### config.mk
export PLATFORM = sky130hd
export DESIGN_NAME = outpkt_builder_flat
export DESIGN_NICKNAME = d
export VERILOG_FILES = /design/src/rtl/pkt_comm_out_pkg.sv /design/src/rtl/outpkt_builder_if.sv /design/src/rtl/outpkt_checksum16.sv /design/src/rtl/outpkt_builder.sv /design/src/flat_wrapper.sv
export SDC_FILE = /design/constraint.sdc
export NUM_CORES = 1
export LEC_CHECK = 0
export CAP_MARGIN = 40
export CORE_UTILIZATION = 30
export DETAILED_ROUTE_END_ITERATION = 7
export GPL_TIMING_DRIVEN = 0
export PLACE_DENSITY = 0.5
export REMOVE_ABC_BUFFERS = 1
export SKIP_CTS_REPAIR_TIMING = 1
export SYNTH_ARGS = -nofsm -noshare
export SYNTH_HDL_FRONTEND = slang
export SYNTH_SLANG_ARGS = --single-unit
### constraint.sdc
create_clock -name CLK -period 29.4 [get_ports CLK]
set_input_delay 2.94 -clock CLK [delete_from_list [all_inputs] [get_ports CLK]]
set_output_delay 2.94 -clock CLK [all_outputs]
set_load 0.01 [all_outputs]
### src/rtl/pkt_comm_out_pkg.sv
// pkt_comm_out_pkg: packet types, section sizes, FSM states and payload length for the output framer
package pkt_comm_out_pkg;
  localparam logic [7:0] PKT_TYPE_CMP_RESULT = 8'hD4;
  localparam logic [7:0] PKT_TYPE_PROCESSING_DONE = 8'hD2;
  localparam int HDR_WORDS = 6;
  localparam int CS_WORDS = 2;
  typedef enum logic [2:0] {IDLE, HDR, HCS, DATA, DCS} state_t;
  function automatic logic [23:0] cmp_len(input int hash_words);
    return 24'(12 + 4 * hash_words);
  endfunction
endpackage

### src/rtl/outpkt_builder_if.sv
// outpkt_builder_if: request handshakes, output FIFO write port and status of the packet framer
interface outpkt_builder_if #(parameter int HASH_WORDS = 8);
  logic res_valid;
  logic res_ready;
  logic [15:0] res_word_id;
  logic [15:0] res_pkt_id;
  logic [31:0] res_gen_id;
  logic [15:0] res_hash_num;
  logic [32*HASH_WORDS-1:0] res_hash;
  logic done_valid;
  logic done_ready;
  logic [31:0] done_num;
  logic [15:0] dout;
  logic wr_en;
  logic full;
  logic idle;
  modport master (
    output res_valid, res_word_id, res_pkt_id, res_gen_id, res_hash_num, res_hash,
    output done_valid, done_num, full,
    input res_ready, done_ready, dout, wr_en, idle
  );
  modport slave (
    input res_valid, res_word_id, res_pkt_id, res_gen_id, res_hash_num, res_hash,
    input done_valid, done_num, full,
    output res_ready, done_ready, dout, wr_en, idle
  );
endinterface

### src/rtl/outpkt_checksum16.sv
// outpkt_checksum16: pairs 16-bit words into little-endian dwords and keeps their inverted mod-2^32 sum
module outpkt_checksum16 #(
  parameter bit DISABLE_CHECKSUM = 0
) (
  input  logic        CLK,
  input  logic        RST_N,
  input  logic        clr_i,
  input  logic        add_i,
  input  logic        odd_i,
  input  logic [15:0] din_i,
  output logic [31:0] cs_o
);
  logic [15:0] even_q;
  logic [31:0] acc_q;
  always_ff @(posedge CLK) begin
    if (!RST_N || clr_i) begin
      even_q <= '0;
      acc_q <= '0;
    end else if (add_i) begin
      even_q <= odd_i ? even_q : din_i;
      acc_q <= odd_i ? acc_q + {din_i, even_q} : acc_q;
    end
  end
  assign cs_o = DISABLE_CHECKSUM ? 32'h0 : ~acc_q;
endmodule

### src/rtl/outpkt_builder.sv
// outpkt_builder: frames comparator results and processing-done notices into 16-bit output FIFO packets
module outpkt_builder
  import pkt_comm_out_pkg::*;
#(
  parameter int HASH_WORDS = 8,
  parameter bit DISABLE_CHECKSUM = 0,
  parameter logic [7:0] PKT_VERSION = 8'd2
) (
  input logic CLK,
  input logic RST_N,
  outpkt_builder_if.slave bus
);
  localparam logic [15:0] HDR_LAST = 16'(HDR_WORDS - 1);
  localparam logic [15:0] CS_LAST = 16'(CS_WORDS - 1);
  localparam logic [15:0] RES_LAST = 16'(5 + 2 * HASH_WORDS);
  localparam logic [23:0] RES_LEN = cmp_len(HASH_WORDS);
  state_t state_q, nxt;
  logic [15:0] cnt_q, pkt_id_q, word_id_q, src_pkt_id_q, hash_num_q;
  logic [31:0] gen_id_q, done_num_q, cs;
  logic [32*HASH_WORDS-1:0] hash_q, hash_sh;
  logic is_res_q, accept, wr, last;
  logic [23:0] len;
  logic [15:0] hdr_w, res_w, pay_w, cs_w;
  assign accept = state_q == IDLE && (bus.res_valid || bus.done_valid);
  assign bus.res_ready = state_q == IDLE && bus.res_valid;
  assign bus.done_ready = state_q == IDLE && !bus.res_valid && bus.done_valid;
  assign bus.idle = state_q == IDLE && !accept;
  assign wr = state_q != IDLE && !bus.full;
  assign bus.wr_en = wr;
  always_comb begin
    len = is_res_q ? RES_LEN : 24'd4;
    last = cnt_q == (state_q == HDR ? HDR_LAST : state_q == DATA ? (is_res_q ? RES_LAST : 16'd1) : CS_LAST);
    nxt = state_q == HDR ? HCS : state_q == HCS ? DATA : state_q == DATA ? DCS : IDLE;
    hash_sh = hash_q >> {cnt_q - 16'd6, 4'd0};
    hdr_w = cnt_q == 16'd0 ? {is_res_q ? PKT_TYPE_CMP_RESULT : PKT_TYPE_PROCESSING_DONE, PKT_VERSION} :
            cnt_q == 16'd2 ? len[15:0] :
            cnt_q == 16'd3 ? {8'h0, len[23:16]} :
            cnt_q == 16'd4 ? pkt_id_q : 16'h0;
    res_w = cnt_q == 16'd0 ? word_id_q :
            cnt_q == 16'd1 ? src_pkt_id_q :
            cnt_q == 16'd2 ? gen_id_q[15:0] :
            cnt_q == 16'd3 ? gen_id_q[31:16] :
            cnt_q == 16'd4 ? hash_num_q :
            cnt_q == 16'd5 ? 16'h0 : hash_sh[15:0];
    pay_w = is_res_q ? res_w : cnt_q[0] ? done_num_q[31:16] : done_num_q[15:0];
    cs_w = cnt_q[0] ? cs[31:16] : cs[15:0];
  end
  assign bus.dout = state_q == HDR ? hdr_w : state_q == DATA ? pay_w : state_q == IDLE ? 16'h0 : cs_w;
  outpkt_checksum16 #(.DISABLE_CHECKSUM(DISABLE_CHECKSUM)) u_cs (
    .CLK   (CLK),
    .RST_N (RST_N),
    .clr_i (accept || (state_q == HCS && wr && last)),
    .add_i (wr && (state_q == HDR || state_q == DATA)),
    .odd_i (cnt_q[0]),
    .din_i (bus.dout),
    .cs_o  (cs)
  );
  always_ff @(posedge CLK) begin
    if (!RST_N) begin
      state_q <= IDLE;
      cnt_q <= '0;
      pkt_id_q <= '0;
      is_res_q <= 1'b0;
    end else if (state_q == IDLE) begin
      state_q <= accept ? HDR : IDLE;
      cnt_q <= '0;
      is_res_q <= accept ? bus.res_valid : is_res_q;
    end else if (wr) begin
      cnt_q <= last ? '0 : cnt_q + 16'd1;
      state_q <= last ? nxt : state_q;
      pkt_id_q <= (last && state_q == DCS) ? pkt_id_q + 16'd1 : pkt_id_q;
    end
  end
  always_ff @(posedge CLK) begin
    if (bus.res_ready) begin
      word_id_q <= bus.res_word_id;
      src_pkt_id_q <= bus.res_pkt_id;
      gen_id_q <= bus.res_gen_id;
      hash_num_q <= bus.res_hash_num;
      hash_q <= bus.res_hash;
    end
    if (bus.done_ready) done_num_q <= bus.done_num;
  end
endmodule

### src/flat_wrapper.sv
// flat-port wrapper written by rule: the top's interface ports become plain ports
module outpkt_builder_flat import pkt_comm_out_pkg::*;
#(
  parameter int HASH_WORDS = 8,
  parameter bit DISABLE_CHECKSUM = 0,
  parameter logic [7:0] PKT_VERSION = 8'd2
)
  (CLK, RST_N, bus_res_valid, bus_res_word_id, bus_res_pkt_id, bus_res_gen_id, bus_res_hash_num, bus_res_hash, bus_done_valid, bus_done_num, bus_full, bus_res_ready, bus_done_ready, bus_dout, bus_wr_en, bus_idle);
  outpkt_builder_if #(.HASH_WORDS(HASH_WORDS)) bus_i ();
  input logic CLK;
  input logic RST_N;
  input wire logic [$bits(bus_i.res_valid)-1:0] bus_res_valid;
  input wire logic [$bits(bus_i.res_word_id)-1:0] bus_res_word_id;
  input wire logic [$bits(bus_i.res_pkt_id)-1:0] bus_res_pkt_id;
  input wire logic [$bits(bus_i.res_gen_id)-1:0] bus_res_gen_id;
  input wire logic [$bits(bus_i.res_hash_num)-1:0] bus_res_hash_num;
  input wire logic [$bits(bus_i.res_hash)-1:0] bus_res_hash;
  input wire logic [$bits(bus_i.done_valid)-1:0] bus_done_valid;
  input wire logic [$bits(bus_i.done_num)-1:0] bus_done_num;
  input wire logic [$bits(bus_i.full)-1:0] bus_full;
  output wire logic [$bits(bus_i.res_ready)-1:0] bus_res_ready;
  output wire logic [$bits(bus_i.done_ready)-1:0] bus_done_ready;
  output wire logic [$bits(bus_i.dout)-1:0] bus_dout;
  output wire logic [$bits(bus_i.wr_en)-1:0] bus_wr_en;
  output wire logic [$bits(bus_i.idle)-1:0] bus_idle;
  assign bus_i.res_valid = bus_res_valid;
  assign bus_i.res_word_id = bus_res_word_id;
  assign bus_i.res_pkt_id = bus_res_pkt_id;
  assign bus_i.res_gen_id = bus_res_gen_id;
  assign bus_i.res_hash_num = bus_res_hash_num;
  assign bus_i.res_hash = bus_res_hash;
  assign bus_i.done_valid = bus_done_valid;
  assign bus_i.done_num = bus_done_num;
  assign bus_i.full = bus_full;
  assign bus_res_ready = bus_i.res_ready;
  assign bus_done_ready = bus_i.done_ready;
  assign bus_dout = bus_i.dout;
  assign bus_wr_en = bus_i.wr_en;
  assign bus_idle = bus_i.idle;
  outpkt_builder #(.HASH_WORDS(HASH_WORDS), .DISABLE_CHECKSUM(DISABLE_CHECKSUM), .PKT_VERSION(PKT_VERSION)) u_core (.CLK(CLK), .RST_N(RST_N), .bus(bus_i));
endmodule
==> key figures <==
Cells and area
  • Fraction of layout cells with a size suffix above 1: 0.1122
  • Number of nets in the layout: 2174
  • Area Overhead vs Synth: 34.16%
  • Multi-input gate area: 6666 sq um
  • Sequential cell area: 12740 sq um
  • Layout Cells excl Fill: 2673
  • Fill count: 5908

Synthesis
  • Post-synthesis sequential area ratio: 0.6441
  • Yosys reg bits: 452
  • EDFF count, synth: 368
  • Syn Area/Cell: 14.48 sq um
  • Post-Synth Simple-Gate Area: 0.08640
  • Synth Instances: 1365
  • Mux contribution to synthesized area: 0.1055
  • Ys Warns: 0
  • Synth unique cells: 78
  • Top cells by area, synth: edfxtp_1, mux4_2, dfxtp_1, ha_1, nand2_1
  • Leading area contributor after synthesis: edfxtp_1
  • Post-synthesis adder-cell area fraction: 0.02443
  • Post-synth top area share: 0.5590
  • Async S/R FF share, synth: 0
  • Ys flop type: edfxtp_1
  • Synth Area in XOR/XNOR: 0.01861
  • Post-synthesis compound-gate area fraction: 0.1003
  • Largest family of logic cells by synthesized area: multiplexers
  • Area of the mapped netlist: 19770 sq um

Timing
  • Setup TNS: 0 ns
  • Slew Viols, Final: 0
  • Period utilisation layout: 0.2785
  • Worst setup margin: 21.21 ns
  • WHS: 0.4639 ns
  • Final Setup Violations: 0
  • Worst-Margin Slew: 0.8933 ns
  • Crit path time final: 8.187 ns
  • Clk_skew: 0.03996 ns
  • RSZ-0062 raised after global routing: no
  • Final hold vios: 0
  • Worst slew margin: 0.4044
  • FMAX: 122.1 MHz

Setup path
  • Maximum fanout along the worst path: 9
  • Most frequent CP cell: clkdlybuf4s50_1
  • WP data arrival: 5.25 ns
  • Critical Path, Cell by Cell: clkdlybuf4s50_1 -> nor3b_2 -> buf_4 -> buf_6 -> clkdlybuf4s50_1
  • Critical path class: input port to output port
  • Worst Path Buf+Inv: 4
  • Crit. path cell count: 5
  • CP Launch Type: input port
  • Slowest stage delay, CP: 0.67 ns
  • CP top delay family: buffers and inverters
  • CP max-delay cell: nor3b_2
  • Critical path endpoint category: output port
  • WP data required: 26.46 ns
  • Depth of the most critical reg-to-reg path: 19

Global route
  • Vias in the first global route: 13710
  • Overall Global Routing Usage: 0.1814
  • Initial antenna violation count: 46
  • Total gr overflow: 0
  • First-pass GRT wire length: 88650 um
  • Pin count of the biggest net entering global routing: 61

Clocking
  • Clock root buffer master: clkbuf_16
  • Worst skew pair latency: 0.63 ns
  • CTS max path bufs: 3
  • TritonCTS buffer count: 50
  • CTS tree: yes
  • Clock sinks: 452
  • Reg clk slew, reported paths: 0.05 ns
  • H-tree levels: 2

Worst hold path
  • Worst hold path class: flop to flop
  • Worst Hold Depth: 2

Routing
  • First-pass iteration count of the detailed router: 5
  • DR iter-0 viols: 778
  • Wire length on met2: 27990 um
  • Post-route ant nets: 0
  • Routed length on met1: 24780 um
  • Via count: 13290
  • Vias/cell: 4.973
  • Met3 routed WL: 6220 um
  • # DRC: 0
  • Final wirelength: 61670 um
  • WL per Instance: 23.07 um
  • Top sig layer: met5

Power
  • Maximum vdd drop: 0.04796 mV
  • Pleak: 0.008848 uW
  • P per Cell Area: 59.65 nW/um^2

Placement
  • DP Worst Slack: 21.12 ns
  • Dpl cells: 2566
  • GP Congestion: 0.8607
  • Detailed Place HPWL: 46740 um
  • IO buf count: 392

Floorplan
  • Initial Util: 0.3050
  • Die span in x: 258.7 um
  • IO Count: 393
  • Core ar.: 64810 sq um
  • Die height: 258.7 um
  • Die Area: 66920 sq um
  • Num rows: 93

Run
  • Max-cap viol count: 0

Run status
  • Status: completed
==> registers in the layout, summed over array words and instances, names as in the netlist <==
register and count:
u_core.state_q 3, u_core.u_cs.even_q 16, u_core.word_id_q 16, u_core.cnt_q 16, u_core.src_pkt_id_q 16, u_core.pkt_id_q 16
u_core.is_res_q 1, u_core.done_num_q 32, u_core.hash_q 256, u_core.u_cs.acc_q 32, u_core.hash_num_q 16, u_core.gen_id_q 32
==> cell families after synthesis <==
logic type	after synthesis
buf+inv	86
mux	106
flops	452
xor+xnor	42
compound gates	290
simple gates	351
fa+ha+maj	38
==> cell type report <==
type,count,share of cell area
clock buffers,60,0.04859
multi-input cells,827,0.2514
flip-flops and latches,452,0.4804
well taps,855,0.04034
inverters,14,0.001982
repair buffers,418,0.1653
diodes,17,0.001604
clock inverters,30,0.01047
==> power by group <==
group | switching, uW | total, uW | internal (uW) | leakage (uW)
clock network | 266 | 606 | 340 | 0.000758
registers | 15.2 | 764 | 749 | 0.00416
logic | 105 | 212 | 107 | 0.00392
==> per-stage QoR <==
step             util  instance area, sq um  power (uW)
6_report       0.4092                 26520        1582
3_3_place_gp   0.3766                 24410        1006
5_1_grt        0.4088                 26500        1641
2_1_floorplan       -                 19410       887.5
4_1_cts        0.4085                 26480        1601
3_5_place_dp   0.3844                 24910       990.9
==> worst paths after layout <==
kind / from / end / slack [ns]
max: bus_done_valid / bus_done_ready / 21.21
min: u_core.u_cs.even_q[10] / u_core.u_cs.even_q[10] / 0.46
max reg2reg: u_core.cnt_q[1] / u_core.u_cs.acc_q[31] / 22.95
min reg2reg: u_core.u_cs.even_q[10] / u_core.u_cs.even_q[10] / 0.46
==> cell usage in the layout, fill, tap and decap left out, types with 23 or more instances in the layout <==
master           count
nand2_1            112
nand3_1             32
o21ai_0             53
edfxtp_1           368
clkdlybuf4s50_1    392
a21oi_1             73
nor2_1              78
a211oi_1            26
mux4_2              77
dfxtp_1             82
xnor2_1             23
ha_1                37
clkbuf_16           50
==> per-layer routing <==
metal	up-vias	track usage
met3	161	0.08333
li1	6198	-
met1	6407	0.2165
met5	-	0
met4	58	0.07742
met2	470	0.2809
==> worst reg2reg max path, delay by kind of cell (launching register included) <==
kind                     cells  cell delay, ns
AO/OA/AOI/OAI               11            2.42
AND/OR/NAND/NOR              3            0.88
adder cells (fa/ha/maj)      2            0.86
flip-flops                   1            0.71
multiplexers                 1            0.66
XOR/XNOR                     1            0.59
buffers and inverters        1            0.28
==> cells in the mapped netlist, types with 15 or more instances <==
cell type and count:
or3_1 17, nand2_1 113, nor2_1 78, dfxtp_1 84, ha_1 37, o22ai_1 21
mux4_2 77, nor3_1 20, mux2i_1 16, edfxtp_1 368, and3_1 15, o21ai_0 53
buf_2 20, nor2b_1 19, xor2_1 19, a211oi_1 26, clkbuf_1 32, nand3_1 32
xnor2_1 23, a21oi_1 73
Power figures use the tool's default switching activity.
